File: src/rtl/panel_cmd_sequencer.sv
// panel_cmd_sequencer: queues front-panel command pulses and hands them to
// the CPU one at a time, arbitrating against the free-run (run) request.
//
// Ports:
//   clock, resetN                     clock, asynchronous active-low reset
//   loadpc_p/loadac_p/deposit_p/step_p single-cycle panel pulses
//   swreg[11:0]                       switch register, captured with the pulse
//   run                               panel run level
//   cpu_idle                          CPU is at an instruction boundary
//   cmd_ack                           CPU finished the presented command
//   cmd_valid, cmd_op[2:0], cmd_data  presented command (registered)
//   cpu_go                            CPU may free-run (registered)
//   busy                              FIFO non-empty or FSM not idle (combinational)
//   overflow                          sticky: a pulse was dropped
//   timeout                           sticky: a command was aborted
//
// Optional feature: define PANEL_SEQ_TIMEOUT_EN to add an ack watchdog of
// TIMEOUT_CYC cycles; without it CMD waits forever and timeout is tied 0.

module panel_cmd_sequencer #(
   parameter int unsigned FIFO_DEPTH  = 4,
   parameter int unsigned TIMEOUT_CYC = 16
) (
   input  logic        clock,
   input  logic        resetN,
   input  logic        loadpc_p,
   input  logic        loadac_p,
   input  logic        deposit_p,
   input  logic        step_p,
   input  logic [11:0] swreg,
   input  logic        run,
   input  logic        cpu_idle,
   input  logic        cmd_ack,
   output logic        cmd_valid,
   output logic [2:0]  cmd_op,
   output logic [11:0] cmd_data,
   output logic        cpu_go,
   output logic        busy,
   output logic        overflow,
   output logic        timeout
);

   localparam int unsigned DATA_W  = 12;
   localparam int unsigned OP_W    = 3;
   localparam int unsigned ENTRY_W = OP_W + DATA_W;
   localparam int unsigned PTR_W   = $clog2(FIFO_DEPTH);
   localparam int unsigned CNT_W   = PTR_W + 1;

   localparam logic [1:0] IDLE = 2'd0;
   localparam logic [1:0] CMD  = 2'd1;
   localparam logic [1:0] RUN  = 2'd2;
   localparam logic [1:0] STOP = 2'd3;

   localparam logic [2:0] OP_NONE    = 3'b000;
   localparam logic [2:0] OP_LOADPC  = 3'b001;
   localparam logic [2:0] OP_LOADAC  = 3'b010;
   localparam logic [2:0] OP_DEPOSIT = 3'b011;
   localparam logic [2:0] OP_STEP    = 3'b100;

   logic [1:0]         state, state_next;
   logic [ENTRY_W-1:0] mem [FIFO_DEPTH];
   logic [PTR_W-1:0]   wr_ptr, rd_ptr;
   logic [CNT_W-1:0]   count;
   logic               fifo_empty, fifo_full;
   logic               push, pop, drop;
   logic [2:0]         pulse_op;
   logic [2:0]         pulse_cnt;
   logic [ENTRY_W-1:0] head;
   logic               valid_next, go_next, tmo_hit;
   logic [OP_W-1:0]    op_next;
   logic [DATA_W-1:0]  data_next;

   // Priority pick among simultaneous pulses; losers count as drops.
   always_comb begin
      pulse_op = OP_NONE;
      if (loadpc_p)       pulse_op = OP_LOADPC;
      else if (loadac_p)  pulse_op = OP_LOADAC;
      else if (deposit_p) pulse_op = OP_DEPOSIT;
      else if (step_p)    pulse_op = OP_STEP;
      pulse_cnt = 3'(loadpc_p) + 3'(loadac_p) + 3'(deposit_p) + 3'(step_p);
   end

   assign fifo_empty = (count == '0);
   assign fifo_full  = (count == CNT_W'(FIFO_DEPTH));
   assign push       = (pulse_op != OP_NONE) && !fifo_full;
   assign drop       = (pulse_cnt > 3'd1) || ((pulse_op != OP_NONE) && fifo_full);
   assign head       = mem[rd_ptr];
   assign busy       = !fifo_empty || (state != IDLE);

   // FIFO storage; contents need no reset, validity is tracked by count.
   always_ff @(posedge clock) begin
      if (push) mem[wr_ptr] <= {pulse_op, swreg};
   end

   // FIFO pointers wrap naturally since depth is a power of two.
   always_ff @(posedge clock or negedge resetN) begin
      if (!resetN) begin
         wr_ptr <= '0;
         rd_ptr <= '0;
         count  <= '0;
      end else begin
         if (push) wr_ptr <= wr_ptr + PTR_W'(1);
         if (pop)  rd_ptr <= rd_ptr + PTR_W'(1);
         case ({push, pop})
            2'b10:   count <= count + CNT_W'(1);
            2'b01:   count <= count - CNT_W'(1);
            default: count <= count;
         endcase
      end
   end

   // Next state and next registered outputs.
   always_comb begin
      state_next = state;
      pop        = 1'b0;
      valid_next = 1'b0;
      op_next    = OP_NONE;
      data_next  = '0;
      go_next    = 1'b0;
      case (state)
         IDLE: begin
            if (!fifo_empty) begin
               state_next = CMD;
               valid_next = 1'b1;
               op_next    = head[ENTRY_W-1 -: OP_W];
               data_next  = head[DATA_W-1:0];
            end else if (run) begin
               state_next = RUN;
               go_next    = 1'b1;
            end
         end
         CMD: begin
            if (cmd_ack || tmo_hit) begin
               pop        = 1'b1;
               state_next = IDLE;
            end else begin
               valid_next = 1'b1;
               op_next    = cmd_op;
               data_next  = cmd_data;
            end
         end
         RUN: begin
            if (!run || !fifo_empty) state_next = STOP;
            else                     go_next    = 1'b1;
         end
         STOP: begin
            if (cpu_idle) state_next = IDLE;
         end
         default: state_next = IDLE;
      endcase
   end

   // State and output registers.
   always_ff @(posedge clock or negedge resetN) begin
      if (!resetN) begin
         state     <= IDLE;
         cmd_valid <= 1'b0;
         cmd_op    <= OP_NONE;
         cmd_data  <= '0;
         cpu_go    <= 1'b0;
         overflow  <= 1'b0;
      end else begin
         state     <= state_next;
         cmd_valid <= valid_next;
         cmd_op    <= op_next;
         cmd_data  <= data_next;
         cpu_go    <= go_next;
         overflow  <= overflow | drop;
      end
   end

`ifdef PANEL_SEQ_TIMEOUT_EN
   localparam int unsigned TCNT_W = $clog2(TIMEOUT_CYC) + 1;

   logic [TCNT_W-1:0] tcnt;

   // Counts cycles spent in CMD; zero outside CMD so each entry starts fresh.
   assign tmo_hit = (state == CMD) && (tcnt == TCNT_W'(TIMEOUT_CYC - 1));

   always_ff @(posedge clock or negedge resetN) begin
      if (!resetN) begin
         tcnt    <= '0;
         timeout <= 1'b0;
      end else begin
         tcnt    <= (state == CMD && state_next == CMD) ? tcnt + TCNT_W'(1) : '0;
         timeout <= timeout | (tmo_hit && !cmd_ack);
      end
   end
`else
   logic unused_timeout_cfg;

   assign tmo_hit            = 1'b0;
   assign timeout            = 1'b0;
   assign unused_timeout_cfg = ^TIMEOUT_CYC;
`endif

endmodule

File: config.mk
export PLATFORM = sky130hd
export DESIGN_NAME = panel_cmd_sequencer
export DESIGN_NICKNAME = d
export VERILOG_FILES = /design/src/rtl/panel_cmd_sequencer.sv
export SDC_FILE = /design/constraint.sdc
export NUM_CORES = 1
export LEC_CHECK = 0
export CAP_MARGIN = 30
export CORE_MARGIN = 2
export CORE_UTILIZATION = 55
export CTS_CLUSTER_DIAMETER = 30
export CTS_CLUSTER_SIZE = 16
export DETAILED_ROUTE_END_ITERATION = 16
export GPL_ROUTABILITY_DRIVEN = 0
export PLACE_DENSITY = 0.85
export SETUP_SLACK_MARGIN = 0.5
export SYNTH_ARGS = -nofsm -noshare
export SYNTH_HDL_FRONTEND = slang
export SYNTH_SLANG_ARGS = --single-unit
File: constraint.sdc
create_clock -name clock -period 2.2 [get_ports clock]
set_input_delay 0.22 -clock clock [delete_from_list [all_inputs] [get_ports clock]]
set_output_delay 0.22 -clock clock [all_outputs]
set_load 0.05 [all_outputs]
-- Word level (Yosys, flattened, before mapping)
Memories as Yosys holds them, arrays and structs flattened.
Cells that the tools add are included.
- add/subtract/negate cells: 7
- order comparisons: 1
- eq/ne operators: 10
- mux-type cells: 28
- bitwise operators: 1
- reductions and logical operators: 14
- operator list (operator ; count):
    two-way mux 12 bit ; 2
    one-hot mux 12 bit (2 select lines) ; 1
    two-way mux 3 bit ; 6
    one-hot mux 3 bit (2 select lines) ; 2
    two-way mux 2 bit ; 5
    two-way mux 1 bit ; 9
    one-hot mux 2 bit (4 select lines) ; 1
    == test 2 bit (second input constant) ; 3
    != test 2 bit (second input constant) ; 3
    adder 2 x 1 -> 2 bit (second input constant) ; 2
    == test 2 x 1 -> 1 bit (second input constant) ; 2
    one-hot mux 1 bit (2 select lines) ; 2
    AND reduction 4 bit ; 1
    nonzero test 2 bit ; 2
    adder 2 x 1 -> 3 bit ; 1
    adder 3 x 1 -> 3 bit ; 1
    adder 3 x 1 -> 3 bit (second input constant) ; 1
    == test 3 bit (second input constant) ; 1
    greater-than comparator 3 x 1 -> 1 bit (second input constant) ; 1
    zero test 1 bit ; 3
    zero test 3 bit ; 1
    logical OR 1 bit ; 3
    != test 3 bit (second input constant) ; 1
    nonzero test 3 bit ; 1
    other kinds (5) ; 6
- register bits after elaboration: 27
- RAM bits: 60
- bits of input ports: 21
- logic and storage cells: 71
- memories: 1
- memory list (memory ; words ; bits a word ; rd ports ; clocked after memory_dff ; write ports ; RTL line ; text):
    mem ; 4 ; 15 ; 1 ; 0 ; 1 ; 61 ; logic [ENTRY_W-1:0] mem [FIFO_DEPTH];

-- Longest topological paths before layout
Gate-level depths: netlist (run 1).
- depth after elaboration: 8
- mapped depth: 8

-- Least setup slack after synthesis (run 1)
No wires, ideal clock.
- path type: reg-to-reg
- start point: register count[0]
- end point: register count[2]
- setup time: 122 ps
- arrival time: 1829 ps
- required time: 2078 ps
- slack: 249 ps
- cell stages (with the launch flop): 9
- path buffers: 0
- cells stage by stage: dfrtp_1 > nor2_1 > a21oi_1 > inv_1 > ha_1 > fa_1 > xnor2_1 > nor2_1 > xnor2_1
- cells in the longest elaborated chain, start to end: 5
- elaborated cells between the ends (all ways): 9
- ends and longest elaborated chain (element ; RTL line ; text):
    from (decl) ; 63 ; logic [CNT_W-1:0] count;
    from (signal assigned) ; 105 ; 2'b10: count <= count + CNT_W'(1);
    from (signal assigned) ; 106 ; 2'b01: count <= count - CNT_W'(1);
    from (signal assigned) ; 107 ; default: count <= count;
    == test 3 bit ; 84 ; assign fifo_full = (count == CNT_W'(FIFO_DEPTH));
    zero test 1 bit ; 85 ; assign push = (pulse_op != OP_NONE) && !fifo_full;
    logical AND 1 bit ; 85 ;
    == test 2 x 1 -> 1 bit / == test 2 bit (equally long branches) ; 104 ; case ({push, pop})
    one-hot mux 3 bit (2 select lines) / nonzero test 2 bit (equally long branches) ; -- ;
Parallel ways exist; a longest one is shown, timed or not.
A chain may end at the register's enable or synchronous reset.

-- Worst setup path in the final report (run 1)
- start point: register count[2]
- end point: output port busy
- cells in the longest elaborated chain, start to end: 3
- ends and longest elaborated chain (element ; RTL line ; text):
    zero test 3 bit ; 83 ; assign fifo_empty = (count == '0);
    zero test 1 bit ; 88 ; assign busy = !fifo_empty || (state != IDLE);
    logical OR 1 bit ; 88 ;
    to (decl) ; 38 ; output logic busy,
Every way passes these cells.

==> results of run 1 <==
[through the flow]
stage	cells	setup slack, ns
6_report	324	0.5235
5_1_grt	324	0.4393
4_1_cts	315	0.3715
3_5_place_dp	295	0.02613
3_3_place_gp	293	0.09274
2_1_floorplan	181	0.4762
[registers in the layout, indices dropped and copies added (netlist names)]
name and flops:
mem 60, cmd_valid 1, rd_ptr 2, wr_ptr 2, cpu_go 1, cmd_op 3
state 2, count 3, overflow 1, cmd_data 12
[final timing paths]
check | start | endpoint | depth (start not counted)
setup / recovery | count[2]$_DFFE_PN0P_ | busy | 4
hold / removal | resetN | cmd_data[11]$_DFFE_PN0N_ | 2
setup reg to reg | state[1]$_DFFE_PN0P_ | count[1]$_DFFE_PN0P_ | 4
hold reg to reg | state[0]$_DFFE_PN0P_ | cpu_go$_DFF_PN0_ | 1
max in group asynchronous | resetN | count[1]$_DFFE_PN0P_ | 2
min in group clock | loadac_p | overflow$_DFF_PN0_ | 3
[synthesized netlist by cell type (all sizes together), types with 3 or more instances]
library cell,count,area share [%]
mux4,15,11
and2,4,0.73
o21ai,3,0.44
inv,8,0.87
nand2,4,0.44
buf,8,1.9
ha,5,1.8
nor2,6,0.65
a22o,15,3.8
xnor2,5,1.3
dfrtp,27,20
edfxtp,60,52
[cell families (layout without fill, tap and decap cells)]
family,Yosys count,count (layout)
AOI/OAI and AO/OA,23,23
xor gates and xnor gates,6,6
adders and majority gates,7,7
buffers and inverters,16,84
DFF,87,87
muxes,17,17
other,1,1
and+or+nand+nor,24,24
[power groups by stage]
| stage | sequential (µW) | clock [µW] | combinational (µW) |
|---|---|---|---|
| 3_5_place_dp | 2680 | 0 | 2160 |
| 4_1_cts | 2640 | 933 | 2180 |
| 5_1_grt | 2670 | 999 | 2460 |
| 6_report | 2620 | 913 | 2280 |
| 2_1_floorplan | 2930 | 0 | 1260 |
| 3_3_place_gp | 2640 | 0 | 2040 |
[area by class of cell]
| class | instances | area (µm²) | area share (%) |
|---|---|---|---|
| flip-flops and latches | 87 | 2484 | 58.94 |
| multi-input cells | 78 | 920.9 | 21.85 |
| repair buffers | 60 | 530.5 | 12.59 |
| clock buffers | 10 | 127.6 | 3.028 |
| well taps | 75 | 93.84 | 2.227 |
| inverters | 8 | 30.03 | 0.7126 |
| clock inverters | 6 | 27.53 | 0.6532 |
[critical path: cells and delay by family, from the launching register on]
kind / cells / cell delay [ns]
buffers and inverters: 2 / 0.36
DFF: 1 / 0.44
and+or+nand+nor: 2 / 0.31
[repair_timing]
action | in CTS | in global routing
gates resized for setup | 32 | 6
setup endpoints to repair | 80 | 4
setup buffers | 4 | 9
gates cloned | 0 | 0
pin swaps | 1 | 3
[routing by layer]
metal,up-vias,global-route usage [%]
li1,822,-
met4,0,6.408
met3,6,5.467
met5,-,0
met2,50,31.74
met1,923,24.74
==> flow_metrics.tcl, run 1 <==
set metrics [dict create \
    routedWlPerCell_um 18.61 \
    slowest_delay_ns 0.44 \
    most-common-layout-cells "edfxtp_1, dfrtp_1, dlygate4sd2_1, buf_4, clkdlybuf4s50_1" \
    die_w_um 83.10 \
    fp.dieH_um 83.10 \
    fillCellCount 377 \
    drt-initial-drc-count 108 \
    drive_gt1_share_pct 26.10 \
    p_int_uw 3801 \
    root_buffer "clkbuf_8" \
    drv_slew 0 \
    antenna_found_initial 0 \
    p_clk_share_pct 15.7 \
    die_area_um2 6905 \
    wl_met1_mm 2.556 \
    synthArstFlopShare_pct 31.03 \
    arrival_ns 1.46 \
    postRouteAntennaNets 0 \
    core_um2 5991 \
    highest_layer "met4" \
    tightest_slew_ns 0.5297 \
    wl_met2_mm 3.100 \
    num_antenna_cells 0 \
    portBuffers 39 \
    postLayoutCellArea_um2 4214 \
    max_freq_mhz 596.5 \
    p_leak_uw 0.001684 \
    synth_edf_count 60 \
    synth_ff_type "edfxtp_1" \
    r2r_setup_slack_ns 0.53 \
    cp-start-kind "flip-flop" \
    ioPinCount 41 \
    path_cells "buf_4 > nor3_4 > nand2_1 > buf_2" \
    synthCells 181 \
    cpMaxStageDelayCell "dfrtp_2" \
    drv_cap 0 \
    dr.pass1.iters 4 \
    synth_xor_area_share_pct 1.527 \
    synth_warnings 0 \
    clk_pin_slew_worst_paths_ns 0.08 \
    setup_tns_ns 0 \
    synth.yosys.seq_area_share_pct 72.00 \
    cp-end-kind "output pin" \
    power.total_uw 5814 \
    slew_headroom_pct 64.83 \
    muxShareOfSynthArea_pct 11.24 \
    synth_area_per_cell_um2 19.01 \
    post_synth_fa_ha_maj_area_fraction_pct 2.982 \
    synth_compound_area_share_pct 5.200 \
    area_growth_pct 22.47 \
    crit_type "reg2out" \
    placed_cell_area_um2 3956 \
    final_common_cell "edfxtp_1" \
    rsz0062_at_grt "yes" \
    initial_utilization_pct 57.44 \
    rows 28 \
    hold_buffers 0 \
    grt_max_degree 28 \
    utilization_pct 70.34 \
    grt_remaining_overflow 0 \
    p_per_area_nw_per_um2 1380 \
    hold_viol 0 \
    dpl.hpwl_mm 3.781 \
    grt_pass1_vias 1950 \
    pwr-share-comb_pct 39.3 \
    cts_tree "built" \
    clockBufferDepth 2 \
    grt_pass1_wl_mm 9.977 \
    synth-simple-area-share_pct 4.145 \
    fin_crit_ns 1.677 \
    grt_usage_pct 19.21 \
    period_share_pct 76.21 \
    hold_ws_ns 0.2496 \
    fin_skew_ns 0.004589 \
    synth_seq_cells 87 \
    synth.cell_area_um2 3441 \
    numCtsBuffers 9 \
    crit_fanout 4 \
    drcViolationCount 0 \
    nets 272 \
    setup_viol 0 \
    clock_latency_ns 0.35 \
    synth_top_family_by_area "multiplexers" \
    syn_nets 209 \
    crit_required_ns 1.98 \
    seqPwrFrac_pct 45.0 \
    cts_sinks 87 \
    vias 1801 \
    swShare_pct 34.62 \
    p_sw_uw 2013 \
    h-tree-depth 3 \
    hold_path.class "in2async" \
    drt-total-wl_mm 6.029 \
    synth_cell_types 33 \
    drt-vias-per-instance 5.559 \
    status "complete, no violations" \
    peakVddDrop_v 0.0007676 \
    met3_length_um 291 \
]
(Power assumes the default switching activity.)
==> inputs of run 2 (changes only) <==
- clock period: 2.2 -> 1.69 ns (I/O delays scaled with it)
==> run 2 against run 1 <==
  * Final area rose by 9.5%
  * Combinational power grew 85%
  * Power increased by 57%
  * Global-route usage is 1.1 points higher
  * Clock skew rose by 0.011 ns
  * Hold slack worse by 0.070 ns
  * Clock-buffer cell count did not move
  * Die area unchanged
  * Clock power grew 61%
==> flow_metrics.tcl, run 2 (synthesis results as in run 1) <==
set metrics [dict create \
    fin_crit_ns 1.679 \
    worst_slack_ns 0.01110 \
    hold_viol 0 \
    postLayoutCellArea_um2 4616 \
    ioPinCount 41 \
    drv_slew 0 \
    crit_required_ns 1.96 \
    peakVddDrop_v 0.001185 \
    postRouteAntennaNets 0 \
    h-tree-depth 3 \
    period_share_pct 99.34 \
    grt_max_degree 28 \
    dp_slack_ns -0.4495 \
    r2r_setup_slack_ns 0.01 \
    nets 297 \
    fin_skew_ns 0.01571 \
    dr.pass1.iters 4 \
    fillCellCount 301 \
    crit_fanout 4 \
    setup_viol 0 \
    area_growth_pct 34.15 \
    p_leak_uw 0.001845 \
    grt_remaining_overflow 0 \
    r2r_end "count[2]$_DFFE_PN0P_" \
    routedWlPerCell_um 20.70 \
    p_per_area_nw_per_um2 1979 \
    r2r_cells 7 \
    hold_path.class "in2async" \
    rsz0062_at_grt "yes" \
    timing.rr.start "count[2]$_DFFE_PN0P_" \
    cp-start-kind "flip-flop" \
    root_buffer "clkbuf_8" \
    largest_reg_flops 60 \
    numCtsBuffers 9 \
    clockBufferDepth 2 \
    arrival_ns 1.95 \
    fp.dieH_um 83.10 \
    max_freq_mhz 595.6 \
    placed_cell_area_um2 4178 \
    rows 28 \
    endpoint "count[2]$_DFFE_PN0P_" \
    status "complete, no violations" \
    clock_latency_ns 0.37 \
    hold_buffers 0 \
    cp-end-kind "flip-flop" \
    cts_sinks 87 \
    drcViolationCount 0 \
    antenna_found_initial 0 \
    grt_pass1_vias 2078 \
    reg_top3 "mem x60, cmd_data x12" \
    cts_tree "built" \
    crit_path_start "count[2]$_DFFE_PN0P_" \
    drt-vias-per-instance 5.639 \
    drv_cap 0 \
    grt_usage_pct 20.32 \
    portBuffers 39 \
    clk_pin_slew_worst_paths_ns 0.10 \
    drt-total-wl_mm 7.226 \
    core_um2 5991 \
    dpl.hpwl_mm 4.069 \
    num_antenna_cells 0 \
    most-common-layout-cells "edfxtp_1, buf_4, dfrtp_1, clkdlybuf4s50_1" \
    final_common_cell "edfxtp_1" \
    initial_utilization_pct 57.44 \
    crit_type "reg2reg" \
    vias 1968 \
    dp.cells 318 \
    regMostFlops "mem" \
    grt_pass1_wl_mm 10.43 \
    drive_gt1_share_pct 44.53 \
    drt-initial-drc-count 150 \
    die_w_um 83.10 \
    die_area_um2 6905 \
    stdcell_count 349 \
]
-- run 2: changes by cell type in the layout (fill, tap and decap cells not counted), moves of 4 or more --
| cell | change |
|---|---|
| buf_12 | +10 |
| buf_6 | +9 |
| buf_2 | +7 |
| buf_4 | +11 |
| and2_2 | -4 |
| and2_4 | +4 |
| mux4_1 | -7 |
| clkinv_2 | -4 |
| dlygate4sd2_1 | -17 |
| mux4_2 | +7 |
-- run 2: worst max-delay path: stages (launching register included) --
cell     delay [ns]
dfrtp_2        0.46
a21oi_2        0.18
inv_2          0.06
ha_4           0.16
fa_2           0.34
xnor2_1        0.13
nor2_1         0.13
xnor2_1        0.14
-- run 2: metal layers --
| layer | vias up | global-route usage (%) | share of wire, % |
|---|---|---|---|
| met5 | - | 0 | 0 |
| met4 | 0 | 7.601 | 1.6 |
| met3 | 13 | 6.660 | 4.8 |
| met2 | 56 | 34.68 | 53 |
| met1 | 1031 | 24.10 | 40 |
| li1 | 868 | - | - |
-- run 2: worst min-delay path by stage --
stage,startpoint,to,slack [ns],depth (start not counted)
2_1_floorplan,resetN,cmd_data[0]$_DFFE_PN0N_,-0.13,0
3_3_place_gp,cmd_data[3]$_DFFE_PN0N_,cmd_data[3]$_DFFE_PN0N_,0.49,1
3_5_place_dp,cmd_data[7]$_DFFE_PN0N_,cmd_data[7]$_DFFE_PN0N_,0.49,1
4_1_cts,resetN,cmd_data[10]$_DFFE_PN0N_,0.19,2
5_1_grt,resetN,cmd_data[10]$_DFFE_PN0N_,0.23,2
6_report,resetN,cmd_data[5]$_DFFE_PN0N_,0.18,2
-- run 2: per-stage QoR --
stage / power (µW) / hold WS [ns] / setup TNS, ns / utilization, %
after global routing: 9534 / 0.2283 / -0.05062 / 77.05
after global placement: 6711 / 0.4871 / -9.933 / 69.55
after floorplan: 5516 / -0.1266 / -0.05997 / -
final: 9134 / 0.1799 / 0 / 77.05
after detailed placement: 6887 / 0.4944 / -13.11 / 69.74
after CTS: 8660 / 0.1874 / 0 / 74.71
-- run 2: area by class of cell --
cell class / instances / area, µm² / share of cell area [%]
multi-input combinational: 78 / 947.2 / 20.52
inverter: 8 / 30.03 / 0.6506
sequential: 87 / 2480 / 53.73
clock inverter: 6 / 68.82 / 1.491
clock buffer: 10 / 127.6 / 2.765
timing repair buffer: 85 / 868.3 / 18.81
tap: 75 / 93.84 / 2.033
-- run 2: power breakdown --
part	internal [µW]	leakage (µW)	switching [µW]
combinational	2210	0.000857	2010
clock	695	0.0000925	773
sequential	3120	0.000896	326
total	6020	0.00185	3110
-- run 2: repair_timing --
action                                  4_1_cts  5_1_grt
resized for setup                            76       24
pin swaps                                    10       11
cloned                                        1        1
endpoints found under the setup margin       94       88
buffers inserted                              7        6
==> inputs of run 3 (changes only) <==
- SETUP_SLACK_MARGIN: 0.5 -> default
==> run 3 against run 2 <==
  * Clock-buffer cell count increased by 2
  * Worst setup slack improved by 0.035 ns
  * Sequential power decreased by 1%
  * Core utilization decreased by 4.8 points
  * Power decreased by 13%
  * Hold slack improved by 0.014 ns
  * Critical endpoint unchanged
==> flow_metrics.tcl, run 3 (synthesis results as in run 1) <==
set metrics [dict create \
    status "complete, no violations" \
    clockBufferDepth 2 \
    crit_path_start "loadpc_p" \
    drive_gt1_share_pct 29.23 \
    reg_top3 "mem x60, cmd_data x12" \
    cts_tree "built" \
    dp.cells 318 \
    largest_reg_flops 60 \
    area_growth_pct 25.85 \
    core_um2 5991 \
    path_cells "clkdlybuf4s50_1 > nor4_2 > buf_4 > a21oi_4 > inv_2 > ha_4 > fa_2 > xnor2_1 > nor2_1 > xnor2_1" \
    dpl.hpwl_mm 4.440 \
    drv_slew 0 \
    crit_type "in2reg" \
    grt_pass1_vias 2009 \
    crit_required_ns 1.97 \
    fp.dieH_um 83.10 \
    regMostFlops "mem" \
    clock_latency_ns 0.35 \
    postRouteAntennaNets 0 \
    numCtsBuffers 9 \
    dr.pass1.iters 4 \
    p_leak_uw 0.001785 \
    fin_skew_ns 0.007495 \
    antenna_found_initial 0 \
    placed_cell_area_um2 4118 \
    portBuffers 39 \
    num_antenna_cells 0 \
    setup_viol 0 \
    h-tree-depth 3 \
    p_per_area_nw_per_um2 1835 \
    drt-vias-per-instance 5.612 \
    slew_headroom_pct 66.54 \
    critPathTopFamily "buffers and inverters" \
    r2r_setup_slack_ns 0.05 \
    timing.critical_path.mode_cell "xnor2_1" \
    endpoint "count[2]$_DFFE_PN0P_" \
    clk_pin_slew_worst_paths_ns 0.08 \
    tightest_slew_ns 0.5011 \
    grt_max_degree 28 \
    initial_utilization_pct 57.44 \
    drcViolationCount 0 \
    r2r_cells 4 \
    final_common_cell "edfxtp_1" \
    slowest_delay_ns 0.51 \
    peakVddDrop_v 0.001085 \
    grt_remaining_overflow 0 \
    crit_buf_inv 3 \
    hold_path.class "in2async" \
    max_freq_mhz 608.3 \
    grt_pass1_wl_mm 10.17 \
    fin_crit_ns 1.644 \
    timing.rr.start "state[1]$_DFFE_PN0P_" \
    grt_usage_pct 19.85 \
    period_share_pct 97.27 \
    die_area_um2 6905 \
    r2r_end "count[1]$_DFFE_PN0P_" \
    cp_num_cells 10 \
    drt-initial-drc-count 118 \
    stdcell_count 335 \
    nets 283 \
    drv_cap 0 \
    routedWlPerCell_um 19.07 \
    rows 28 \
    root_buffer "clkbuf_8" \
    drt-total-wl_mm 6.387 \
    cts_sinks 87 \
    crit_fanout 2 \
    rsz0062_at_grt "yes" \
    cpMaxStageDelayCell "clkdlybuf4s50_1" \
    hold_buffers 0 \
    cp-start-kind "input port" \
    postLayoutCellArea_um2 4330 \
    ioPinCount 41 \
    arrival_ns 1.92 \
    hold_viol 0 \
    cp-end-kind "flip-flop" \
    most-common-layout-cells "edfxtp_1, buf_4, dfrtp_1, clkdlybuf4s50_1, a22o_1" \
    die_w_um 83.10 \
    vias 1880 \
]
run 3: how the worst min path moves through the flow:
stage | from | to | slack, ns
5_1_grt | resetN | cmd_data[3]$_DFFE_PN0N_ | 0.21
3_5_place_dp | overflow$_DFF_PN0_ | overflow$_DFF_PN0_ | 0.49
6_report | resetN | cmd_data[11]$_DFFE_PN0N_ | 0.19
4_1_cts | resetN | cpu_go$_DFF_PN0_ | 0.21
3_3_place_gp | overflow$_DFF_PN0_ | overflow$_DFF_PN0_ | 0.48
2_1_floorplan | resetN | cmd_data[0]$_DFFE_PN0N_ | -0.13
run 3: what timing repair did:
item | 4_1_cts | 5_1_grt
setup buffers | 0 | 1
gates resized for setup | 10 | 11
pin swaps | 2 | 3
setup endpoints to repair | 7 | 7
hold endpoints to repair | 0 | 0
run 3: per-stage QoR:
stage	setup slack [ns]	utilization, %	hold slack, ns	setup TNS, ns	power (µW)
CTS	0.002490	71.45	0.2070	0	7931
detailed placement	-0.4479	68.73	0.4900	-11.65	6738
finish	0.04618	72.28	0.1937	0	7948
floorplan	-0.03381	-	-0.1266	-0.06179	5463
global route	-0.01474	72.28	0.2140	-0.02106	8344
global placement	-0.4066	68.73	0.4800	-10.66	6540
run 3: worst reg2reg max path, delay by kind of cell (launching register included):
kind	cells	cell delay [ns]
adders and majority gates	2	0.58
DFF	1	0.38
and+or+nand+nor	1	0.31
muxes	1	0.26
run 3: layout make-up:
| class | count | area [µm²] |
|---|---|---|
| Timing Repair Buffer | 71 | 648.1 |
| Inverter | 8 | 30.03 |
| Clock inverter | 4 | 23.77 |
| Tap cell | 75 | 93.84 |
| Fill cell | 376 | 1660 |
| Sequential cell | 87 | 2479 |
| Multi-Input combinational cell | 78 | 920.9 |
| Clock buffer | 12 | 135.1 |
run 3: power by group:
group,internal [µW],total [µW],switching (µW)
logic,1550,3320,1770
clock network,531,1230,694
registers,3120,3410,288
total,5200,7950,2750
run 3: layer usage:
layer	up-vias	share of wire, %	GRT usage, %
met1	949	42	24.86
met2	64	50	32.84
met5	-	0	0
li1	853	-	-
met3	14	6.1	4.573
met4	0	1.5	9.687
